$ cat src/rtl/dm_arbiter_pkg.sv
// dm_arbiter_pkg: shared FSM encoding and default lock bound for the DM arbiter
package dm_arbiter_pkg;
    typedef enum logic [1:0] {
        IDLE = 2'd0,
        OWN0 = 2'd1,
        OWN1 = 2'd2
    } state_t;
    localparam int LOCK_MAX_DEF = 16;
endpackage

$ cat src/rtl/dm_arbiter_if.sv
// dm_arbiter_if: both master ports plus the shared data-memory port
interface dm_arbiter_if;
    logic        m0_req, m0_we, m0_lock;
    logic [31:0] m0_addr, m0_wdata;
    logic [3:0]  m0_be;
    logic        m0_gnt, m0_rvalid;
    logic [31:0] m0_rdata;
    logic        m1_req, m1_we, m1_lock;
    logic [31:0] m1_addr, m1_wdata;
    logic [3:0]  m1_be;
    logic        m1_gnt, m1_rvalid;
    logic [31:0] m1_rdata;
    logic        mem_en;
    logic [3:0]  mem_we;
    logic [31:0] mem_addr, mem_wdata, mem_rdata;
    modport slave (
        input  m0_req, m0_we, m0_lock, m0_addr, m0_wdata, m0_be,
        input  m1_req, m1_we, m1_lock, m1_addr, m1_wdata, m1_be,
        output m0_gnt, m0_rvalid, m0_rdata, m1_gnt, m1_rvalid, m1_rdata,
        output mem_en, mem_we, mem_addr, mem_wdata,
        input  mem_rdata
    );
    modport master (
        output m0_req, m0_we, m0_lock, m0_addr, m0_wdata, m0_be,
        output m1_req, m1_we, m1_lock, m1_addr, m1_wdata, m1_be,
        input  m0_gnt, m0_rvalid, m0_rdata, m1_gnt, m1_rvalid, m1_rdata,
        input  mem_en, mem_we, mem_addr, mem_wdata,
        output mem_rdata
    );
endinterface

$ cat src/rtl/dm_rr_pick.sv
// dm_rr_pick: one-hot choice between two requesters; rr names the preferred master on a tie
module dm_rr_pick (
    input  logic [1:0] req,
    input  logic       rr,
    output logic [1:0] gnt
);
    assign gnt[0] = req[0] & (~req[1] | ~rr);
    assign gnt[1] = req[1] & (~req[0] | rr);
endmodule

$ cat src/rtl/dm_arbiter.sv
// dm_arbiter: two-master data-memory arbiter with round-robin choice and bounded bus locking
module dm_arbiter
    import dm_arbiter_pkg::*;
#(
    parameter int LOCK_MAX = LOCK_MAX_DEF
) (
    input logic         clk,
    input logic         reset,
    dm_arbiter_if.slave bus
);
    localparam int CW = $clog2(LOCK_MAX + 1);
    state_t        state, state_n;
    logic          rr, rr_n, own;
    logic [CW-1:0] lock_cnt, cnt_n, cnt_inc;
    logic [1:0]    req, we, lock, pick, gnt, g, rvalid;
    assign req  = {bus.m1_req, bus.m0_req};
    assign we   = {bus.m1_we, bus.m0_we};
    assign lock = {bus.m1_lock, bus.m0_lock};
    dm_rr_pick u_pick (.req(req), .rr(rr), .gnt(pick));
    assign own     = (state == OWN1);
    assign cnt_inc = (lock_cnt == CW'(LOCK_MAX)) ? lock_cnt : lock_cnt + 1'b1;
    always_comb begin
        state_n = state;
        rr_n    = rr;
        cnt_n   = lock_cnt;
        gnt     = '0;
        if (state == IDLE) begin
            gnt     = pick;
            rr_n    = (|pick) ? pick[0] : rr;
            cnt_n   = ((|(pick & lock)) && LOCK_MAX > 1) ? CW'(1) : '0;
            state_n = ((|(pick & lock)) && LOCK_MAX > 1) ? (pick[1] ? OWN1 : OWN0) : IDLE;
        end else begin
            gnt[own] = req[own];
            cnt_n    = cnt_inc;
            // release on dropped lock or once the owner has held LOCK_MAX cycles
            if (!lock[own] || cnt_inc == CW'(LOCK_MAX)) begin
                state_n = IDLE;
                rr_n    = ~own;
            end
        end
    end
    always_ff @(posedge clk or posedge reset) begin
        if (reset) begin
            state    <= IDLE;
            rr       <= 1'b0;
            lock_cnt <= '0;
            rvalid   <= '0;
        end else begin
            state    <= state_n;
            rr       <= rr_n;
            lock_cnt <= cnt_n;
            rvalid   <= g & ~we;
        end
    end
    assign g              = reset ? 2'b00 : gnt;
    assign bus.m0_gnt     = g[0];
    assign bus.m1_gnt     = g[1];
    assign bus.mem_en     = |g;
    assign bus.mem_addr   = g[1] ? bus.m1_addr : bus.m0_addr;
    assign bus.mem_wdata  = g[1] ? bus.m1_wdata : bus.m0_wdata;
    assign bus.mem_we     = (|(g & we)) ? (g[1] ? bus.m1_be : bus.m0_be) : 4'b0000;
    assign bus.m0_rvalid  = rvalid[0];
    assign bus.m1_rvalid  = rvalid[1];
    assign bus.m0_rdata   = bus.mem_rdata;
    assign bus.m1_rdata   = bus.mem_rdata;
endmodule

$ cat src/flat_wrapper.sv
// flat-port wrapper written by rule: the top's interface ports become plain ports
module dm_arbiter_flat import dm_arbiter_pkg::*;
#(
    parameter int LOCK_MAX = LOCK_MAX_DEF
)
  (clk, reset, bus_m0_req, bus_m0_we, bus_m0_lock, bus_m0_addr, bus_m0_wdata, bus_m0_be, bus_m1_req, bus_m1_we, bus_m1_lock, bus_m1_addr, bus_m1_wdata, bus_m1_be, bus_m0_gnt, bus_m0_rvalid, bus_m0_rdata, bus_m1_gnt, bus_m1_rvalid, bus_m1_rdata, bus_mem_en, bus_mem_we, bus_mem_addr, bus_mem_wdata, bus_mem_rdata);
  dm_arbiter_if bus_i ();
  input logic clk;
  input logic reset;
  input wire logic [$bits(bus_i.m0_req)-1:0] bus_m0_req;
  input wire logic [$bits(bus_i.m0_we)-1:0] bus_m0_we;
  input wire logic [$bits(bus_i.m0_lock)-1:0] bus_m0_lock;
  input wire logic [$bits(bus_i.m0_addr)-1:0] bus_m0_addr;
  input wire logic [$bits(bus_i.m0_wdata)-1:0] bus_m0_wdata;
  input wire logic [$bits(bus_i.m0_be)-1:0] bus_m0_be;
  input wire logic [$bits(bus_i.m1_req)-1:0] bus_m1_req;
  input wire logic [$bits(bus_i.m1_we)-1:0] bus_m1_we;
  input wire logic [$bits(bus_i.m1_lock)-1:0] bus_m1_lock;
  input wire logic [$bits(bus_i.m1_addr)-1:0] bus_m1_addr;
  input wire logic [$bits(bus_i.m1_wdata)-1:0] bus_m1_wdata;
  input wire logic [$bits(bus_i.m1_be)-1:0] bus_m1_be;
  output wire logic [$bits(bus_i.m0_gnt)-1:0] bus_m0_gnt;
  output wire logic [$bits(bus_i.m0_rvalid)-1:0] bus_m0_rvalid;
  output wire logic [$bits(bus_i.m0_rdata)-1:0] bus_m0_rdata;
  output wire logic [$bits(bus_i.m1_gnt)-1:0] bus_m1_gnt;
  output wire logic [$bits(bus_i.m1_rvalid)-1:0] bus_m1_rvalid;
  output wire logic [$bits(bus_i.m1_rdata)-1:0] bus_m1_rdata;
  output wire logic [$bits(bus_i.mem_en)-1:0] bus_mem_en;
  output wire logic [$bits(bus_i.mem_we)-1:0] bus_mem_we;
  output wire logic [$bits(bus_i.mem_addr)-1:0] bus_mem_addr;
  output wire logic [$bits(bus_i.mem_wdata)-1:0] bus_mem_wdata;
  input wire logic [$bits(bus_i.mem_rdata)-1:0] bus_mem_rdata;
  assign bus_i.m0_req = bus_m0_req;
  assign bus_i.m0_we = bus_m0_we;
  assign bus_i.m0_lock = bus_m0_lock;
  assign bus_i.m0_addr = bus_m0_addr;
  assign bus_i.m0_wdata = bus_m0_wdata;
  assign bus_i.m0_be = bus_m0_be;
  assign bus_i.m1_req = bus_m1_req;
  assign bus_i.m1_we = bus_m1_we;
  assign bus_i.m1_lock = bus_m1_lock;
  assign bus_i.m1_addr = bus_m1_addr;
  assign bus_i.m1_wdata = bus_m1_wdata;
  assign bus_i.m1_be = bus_m1_be;
  assign bus_m0_gnt = bus_i.m0_gnt;
  assign bus_m0_rvalid = bus_i.m0_rvalid;
  assign bus_m0_rdata = bus_i.m0_rdata;
  assign bus_m1_gnt = bus_i.m1_gnt;
  assign bus_m1_rvalid = bus_i.m1_rvalid;
  assign bus_m1_rdata = bus_i.m1_rdata;
  assign bus_mem_en = bus_i.mem_en;
  assign bus_mem_we = bus_i.mem_we;
  assign bus_mem_addr = bus_i.mem_addr;
  assign bus_mem_wdata = bus_i.mem_wdata;
  assign bus_i.mem_rdata = bus_mem_rdata;
  dm_arbiter #(.LOCK_MAX(LOCK_MAX)) u_core (.clk(clk), .reset(reset), .bus(bus_i));
endmodule
$ cat config.mk
export PLATFORM = sky130hd
export DESIGN_NAME = dm_arbiter_flat
export DESIGN_NICKNAME = d
export VERILOG_FILES = /design/src/rtl/dm_arbiter_pkg.sv /design/src/rtl/dm_arbiter_if.sv /design/src/rtl/dm_rr_pick.sv /design/src/rtl/dm_arbiter.sv /design/src/flat_wrapper.sv
export SDC_FILE = /design/constraint.sdc
export NUM_CORES = 1
export LEC_CHECK = 0
export ABC_CLOCK_PERIOD_IN_PS = 2290
export BUFFER_PORTS_ARGS = -buffer_cell sky130_fd_sc_hd__buf_4
export CAP_MARGIN = 15
export CORE_AREA = 5 5 119 121
export DETAILED_ROUTE_END_ITERATION = 6
export DIE_AREA = 0 0 124 126
export SLEW_MARGIN = 20
export SYNTH_ARGS = -nofsm -noshare
export SYNTH_HDL_FRONTEND = slang
export SYNTH_SLANG_ARGS = --single-unit
$ cat constraint.sdc
create_clock -name clk -period 2.29 [get_ports clk]
set_input_delay 0.3435 -clock clk [delete_from_list [all_inputs] [get_ports clk]]
set_output_delay 0.3435 -clock clk [all_outputs]
set_load 0.05 [all_outputs]
; Yosys cells after proc, flatten, opt, wreduce, memory -nomap -nowiden
; Index checks and enable logic that the tools add are counted.
[totals]
register_bits = 10
inputBits = 176
[op_classes]
reduce_logical = 10
magnitude_cmp = 2
n_bitwise = 13
n_eq_ne = 4
addsub = 1
n_mux = 22
[ops]
columns = cell, n
row1 = $mux 32, 2
row2 = $mux 2, 6
row3 = $eq 5x5->1 const B, 2
row4 = $mux 5, 2
row5 = $mux 1, 9
row6 = $and 2x2->2, 4
row7 = $mux 4, 2
row8 = $reduce_or 2->1, 4
row9 = $add 5x1->5 const B, 1
row10 = $not 1->1, 4
row11 = $and 1x1->1, 2
row12 = $eq 2x2->1 const B, 1
row13 = $logic_not 2->1, 1
row14 = $lt 1x2->1 const B, 1
row15 = $ne 2x2->1 const B, 1
row16 = $not 2->2, 1
row17 = $or 1x1->1, 2
row18 = $reduce_and 2->1, 1
row19 = $reduce_bool 2->1, 1
row20 = $demux 1 s1, 1
row21 = $ge 1x1->1 const B, 1
row22 = $logic_and 1x1->1, 1
row23 = $logic_not 1->1, 1
row24 = $logic_or 1x1->1, 1

; Longest topological paths before layout
[logic_depth]
depth_word = 11
depth_mapped = 8
mapped_depth_nobuf = 7

; Modules after synthesis
; From an unflattened synthesis, not the netlist that was laid out.
[unflattened]
cells_unflattened = 357
area_unflattened_um2 = 1978.1
[by_module_without_submodules]
columns = module, area_each_um2, seq_area_each_um2, cells_per_inst, instances
row1 = dm_arbiter, 1959.4, 250.2, 354, 1
row2 = dm_rr_pick, 18.8, 0.0, 3, 1

; Least setup slack after synthesis
; Ideal clock, no wire load.
[synth_timing]
path_kind = input-to-output
startpoint = in bus_m0_req
endpoint = out bus_mem_we[0]
t_required_ps = 1947
path_stages = 8
t_arrival_ps = 2205
path_buffers = 2
path_slack_ps = -259
cell_sequence = or2b_1 > nor2_1 > or4b_1 > buf_4 > inv_6 > buf_8 > a22oi_4 > a21oi_1
[synth_via]
elab_chain_len = 8
elab_cells_between_ends = 13
[synth_rtl]
columns = element, line_no
row1 = start: declaration, flat_wrapper.sv:10  ; input wire logic [$bits(bus_i.m0_req)-1:0] bus_m0_req;
row2 = $mux 1 (implied by the code) / $not 1->1 (equally long branches), "dm_arbiter.sv:33, dm_rr_pick.sv:8"
row3 = $mux 1 (implied by the code) / $or 1x1->1 (equally long branches), "dm_arbiter.sv:33, dm_rr_pick.sv:8"
row4 = $and 2x2->2 (no source line) / $and 1x1->1 (equally long branches), --
row5 = $mux 2 *, dm_arbiter.sv:27  ; if (state == IDLE) begin
row6 = $mux 2 *, dm_arbiter.sv:55  ; assign g = reset ? 2'b00 : gnt;
row7 = $and 2x2->2, dm_arbiter.sv:61  ; assign bus.mem_we = (|(g & we)) ? (g[1] ? bus.m1_be : bus.m0_be) : 4'b0000;
row8 = $reduce_or 2->1, dm_arbiter.sv:61
row9 = $mux 4 *, dm_arbiter.sv:61
row10 = end: declaration, flat_wrapper.sv:29  ; output wire logic [$bits(bus_i.mem_we)-1:0] bus_mem_we;
; Mark *: on every way between the ends. The rest lies on a longest branch, timed or not. The select of a mux whose other input is x is not followed.

; Worst setup path in the final report
[layout_timing]
startpoint = reg u_core.rr
endpoint = out bus_mem_we[3]
[layout_via]
elab_chain_len = 8
elab_cells_between_ends = 11
[layout_rtl]
columns = element, line_no
row1 = start: declaration, dm_arbiter.sv:13  ; logic rr, rr_n, own;
row2 = start signal: assignment, dm_arbiter.sv:50  ; rr <= rr_n;
row3 = $not 1->1, dm_rr_pick.sv:7  ; assign gnt[0] = req[0] & (~req[1] | ~rr);
row4 = $or 1x1->1, dm_rr_pick.sv:7
row5 = $and 1x1->1, dm_rr_pick.sv:7
row6 = $mux 2 *, dm_arbiter.sv:27
row7 = $mux 2 *, dm_arbiter.sv:55
row8 = $and 2x2->2, dm_arbiter.sv:61
row9 = $reduce_or 2->1, dm_arbiter.sv:61
row10 = $mux 4 *, dm_arbiter.sv:61
; Mark *: on every way between the ends. The rest lies on a longest branch, timed or not.

==> results.py <==
metrics = {
    "synth": {
        "yosysTopAreaCell": "nand2_1",
        "ys_types": 36,
        "synth_seq_cells": 10,
        "synth-main-ff-cell": "dfrtp_1",
        "async_flop_share": 1.00,
        "yosysWarnings": 0,
        "synthTopCellsByArea": "nand2_1 (39%), buf_4 (27%), dfrtp_1 (13%)",
        "synth_nets": 533,
        "syn_inst": 355,
        "yosysTopAreaCellShare": 0.391,
        "avgSynthCellArea_um2": 5.63,
        "ys_seq_area_frac": 0.125,
        "synth_area_um2": 2000,
        "synth_edf_count": 0,
    },
    "placed_design": {
        "gp_congestion": 0.764,
        "portBuffers": 216,
        "hpwlAfterDp_mm": 7.07,
    },
    "pwr": {
        "leakage_nw": 2.13,
        "power_mw": 2.50,
        "worst_ir_drop_vdd_v": 0.000355,
        "powerDensity_nw_per_um2": 659,
    },
    "clocking": {
        "cts-root-buf": "clkbuf_16",
        "cts_tree": "done",
        "cts_buffer_depth": 2,
        "cts-buffers-inserted": 3,
        "cts_max_level": 1,
        "clkTransAtPathRegs_ns": 0.05,
        "clock_latency_ns": 0.24,
        "clock-sinks": 10,
    },
    "sta": {
        "finalSetupViolCount": 9,
        "min_period_ns": 2.35,
        "tns_ns": -0.162,
        "relSlewSlack": 0.614,
        "clock_skew_ns": 0.00555,
        "rsz0062_at_grt": "true",
        "worst_pin_slew_ns": 0.577,
        "final.period_utilization": 1.02,
        "finalHoldViolations": 0,
        "setup_slack_ns": -0.0557,
        "drv_slew": 0,
        "max_freq_mhz": 426,
    },
    "setup_path": {
        "crit_family": "simple AND/OR/NAND/NOR gates",
        "crit_required_ns": 1.95,
        "start_kind": "flop",
        "max_stage_delay_ns": 0.55,
        "reg2reg_slack_ns": 0.26,
        "arrival_ns": 2.00,
        "worst-path-buf-inv": 3,
        "path_cells": "or2b_1, nor2_1, or4b_4, inv_8, buf_6, a22oi_4, a21oi_2, buf_6",
        "r2r_start": "u_core.lock_cnt[0]$_DFF_PP0_",
        "crit_fanout": 5,
        "setup.worst_path.class": "reg -> out",
        "r2r_cells": 7,
        "cp_common_cell": "buf_6",
        "endpoint_kind": "output pin",
        "rr_endpoint": "u_core.rr$_DFFE_PP0P_",
        "critPathSlowestCell": "or4b_4",
    },
    "layout": {
        "nFillCells": 1422,
        "final_net_count": 689,
        "final_util": 0.292,
        "n_antenna_cell": 0,
        "syn_to_final_growth_pct": 90.0,
        "mostFrequentLayoutCells": "nand2_1 (203), buf_4 (164), buf_6 (60)",
        "multi_input_area_um2": 1170,
        "final_common_cell": "nand2_1",
        "register_area_um2": 250,
        "layout-drive-gt1-share": 0.490,
    },
    "global_route": {
        "antenna_found_initial": 0,
        "grt.met2_usage": 0.169,
        "track_usage": 0.0979,
        "overflow": 0,
        "grt_busiest_layer": "met2",
        "grt_pass1_wl_mm": 12.5,
        "grt_max_degree": 46,
        "use_met3": 0.0426,
        "grt_util_met1": 0.108,
        "grt_pass1_vias": 2512,
    },
    "drt": {
        "detail-route-antenna-nets": 0,
        "vias_per_cell": 3.84,
        "drt_iter0_drc": 54,
        "drc_errors": 0,
        "routed-via-count": 2632,
        "routed_wl_mm": 8.86,
        "routedWlPerCell_um": 12.9,
        "first_pass_iters": 4,
    },
    "run_status": {
        "status": "complete, but fails checks",
        "violations": "setup timing",
    },
    "worst_hold_path": {
        "holdCritPathClass": "in -> async",
    },
    "die": {
        "die-area_um2": 15600,
        "row_count": 42,
        "coreArea_um2": 13000,
        "die_h_um": 126,
        "start_util": 0.154,
        "die-width_um": 124,
        "io_pins": 313,
    },
    "flow_run": {
        "cap_violations": 0,
    },
}
==> cell families after synthesis <==
group / Yosys count / share of synthesized area
adders and majority gates: 2 / 0.0125
buffers and inverters: 87 / 0.308
AOI/OAI and AO/OA: 19 / 0.0708
xor gates and xnor gates: 5 / 0.0219
and+or+nand+nor: 232 / 0.462
DFF: 10 / 0.125
==> synthesized netlist by cell type (3+ instances only) <==
cell type and instances:
buf_2 4, nor2_1 7, a21oi_1 7, o21ai_0 3, clkbuf_1 3, nand2_1 208
nor3_1 3, xnor2_1 4, inv_1 5, dfrtp_1 10, nand3_1 3, buf_4 71
==> metal layers <==
layer	wire (um)	vias up
li1	-	1338
met1	3020	1084
met2	4290	182
met3	1310	28
met4	238	0
met5	0	-
==> timing repair <==
item                       in CTS  in global routing
gates cloned                    0                  0
hold buffers                    0                  0
pin swaps                       1                  2
setup buffers                   2                  1
gates resized for setup        59                 24
setup endpoints to repair      70                 69
==> per-stage QoR <==
| step | hold WS (ns) | area, um2 | setup WS [ns] | cells |
|---|---|---|---|---|
| after floorplan | 0.184 | 2000 | -0.259 | 355 |
| after global placement | 0.499 | 3380 | -0.156 | 680 |
| after detailed placement | 0.500 | 3380 | -0.146 | 680 |
| after CTS | 0.247 | 3700 | -0.0242 | 685 |
| after global routing | 0.279 | 3790 | -0.156 | 686 |
| final | 0.229 | 3790 | -0.0557 | 686 |
==> layout make-up <==
type	count	area share
inverters	6	0.00792
repair buffers	232	0.537
flip-flops and latches	10	0.0660
multi-input cells	258	0.308
well taps	176	0.0580
clock buffers	4	0.0234
==> where the power goes <==
group / internal [mW] / leakage [nW] / switching, mW / total, mW
clock network: 0.263 / 0.0442 / 0.0903 / 0.354
logic: 0.750 / 1.95 / 1.14 / 1.89
registers: 0.215 / 0.133 / 0.0435 / 0.258
total: 1.23 / 2.13 / 1.27 / 2.50
==> flip-flops by register name, indices dropped and copies added, names as in the netlist <==
signal	count
u_core.lock_cnt	5
u_core.rvalid	2
u_core.state	2
u_core.rr	1
==> worst reg2reg max path, stage by stage (launching register included) <==
cell,delay [ns]
dfrtp_1,0.45
inv_1,0.07
ha_1,0.25
and3b_1,0.21
o31ai_1,0.25
o22ai_1,0.20
a31o_2,0.27
a211o_1,0.23
==> worst max-delay path by stage <==
stage | cells past startpoint | from | endpoint | slack (ns)
after detailed placement | 8 | bus_m0_req | bus_mem_addr[28] | -0.15
after global routing | 8 | u_core.rr$_DFFE_PP0P_ | bus_mem_we[1] | -0.16
after global placement | 9 | bus_m0_req | bus_mem_we[1] | -0.16
after floorplan | 8 | bus_m0_req | bus_mem_we[0] | -0.26
after CTS | 8 | u_core.rr$_DFFE_PP0P_ | bus_mem_we[0] | -0.02
final | 8 | u_core.rr$_DFFE_PP0P_ | bus_mem_we[3] | -0.06
Power figures use the tool's default switching activity.
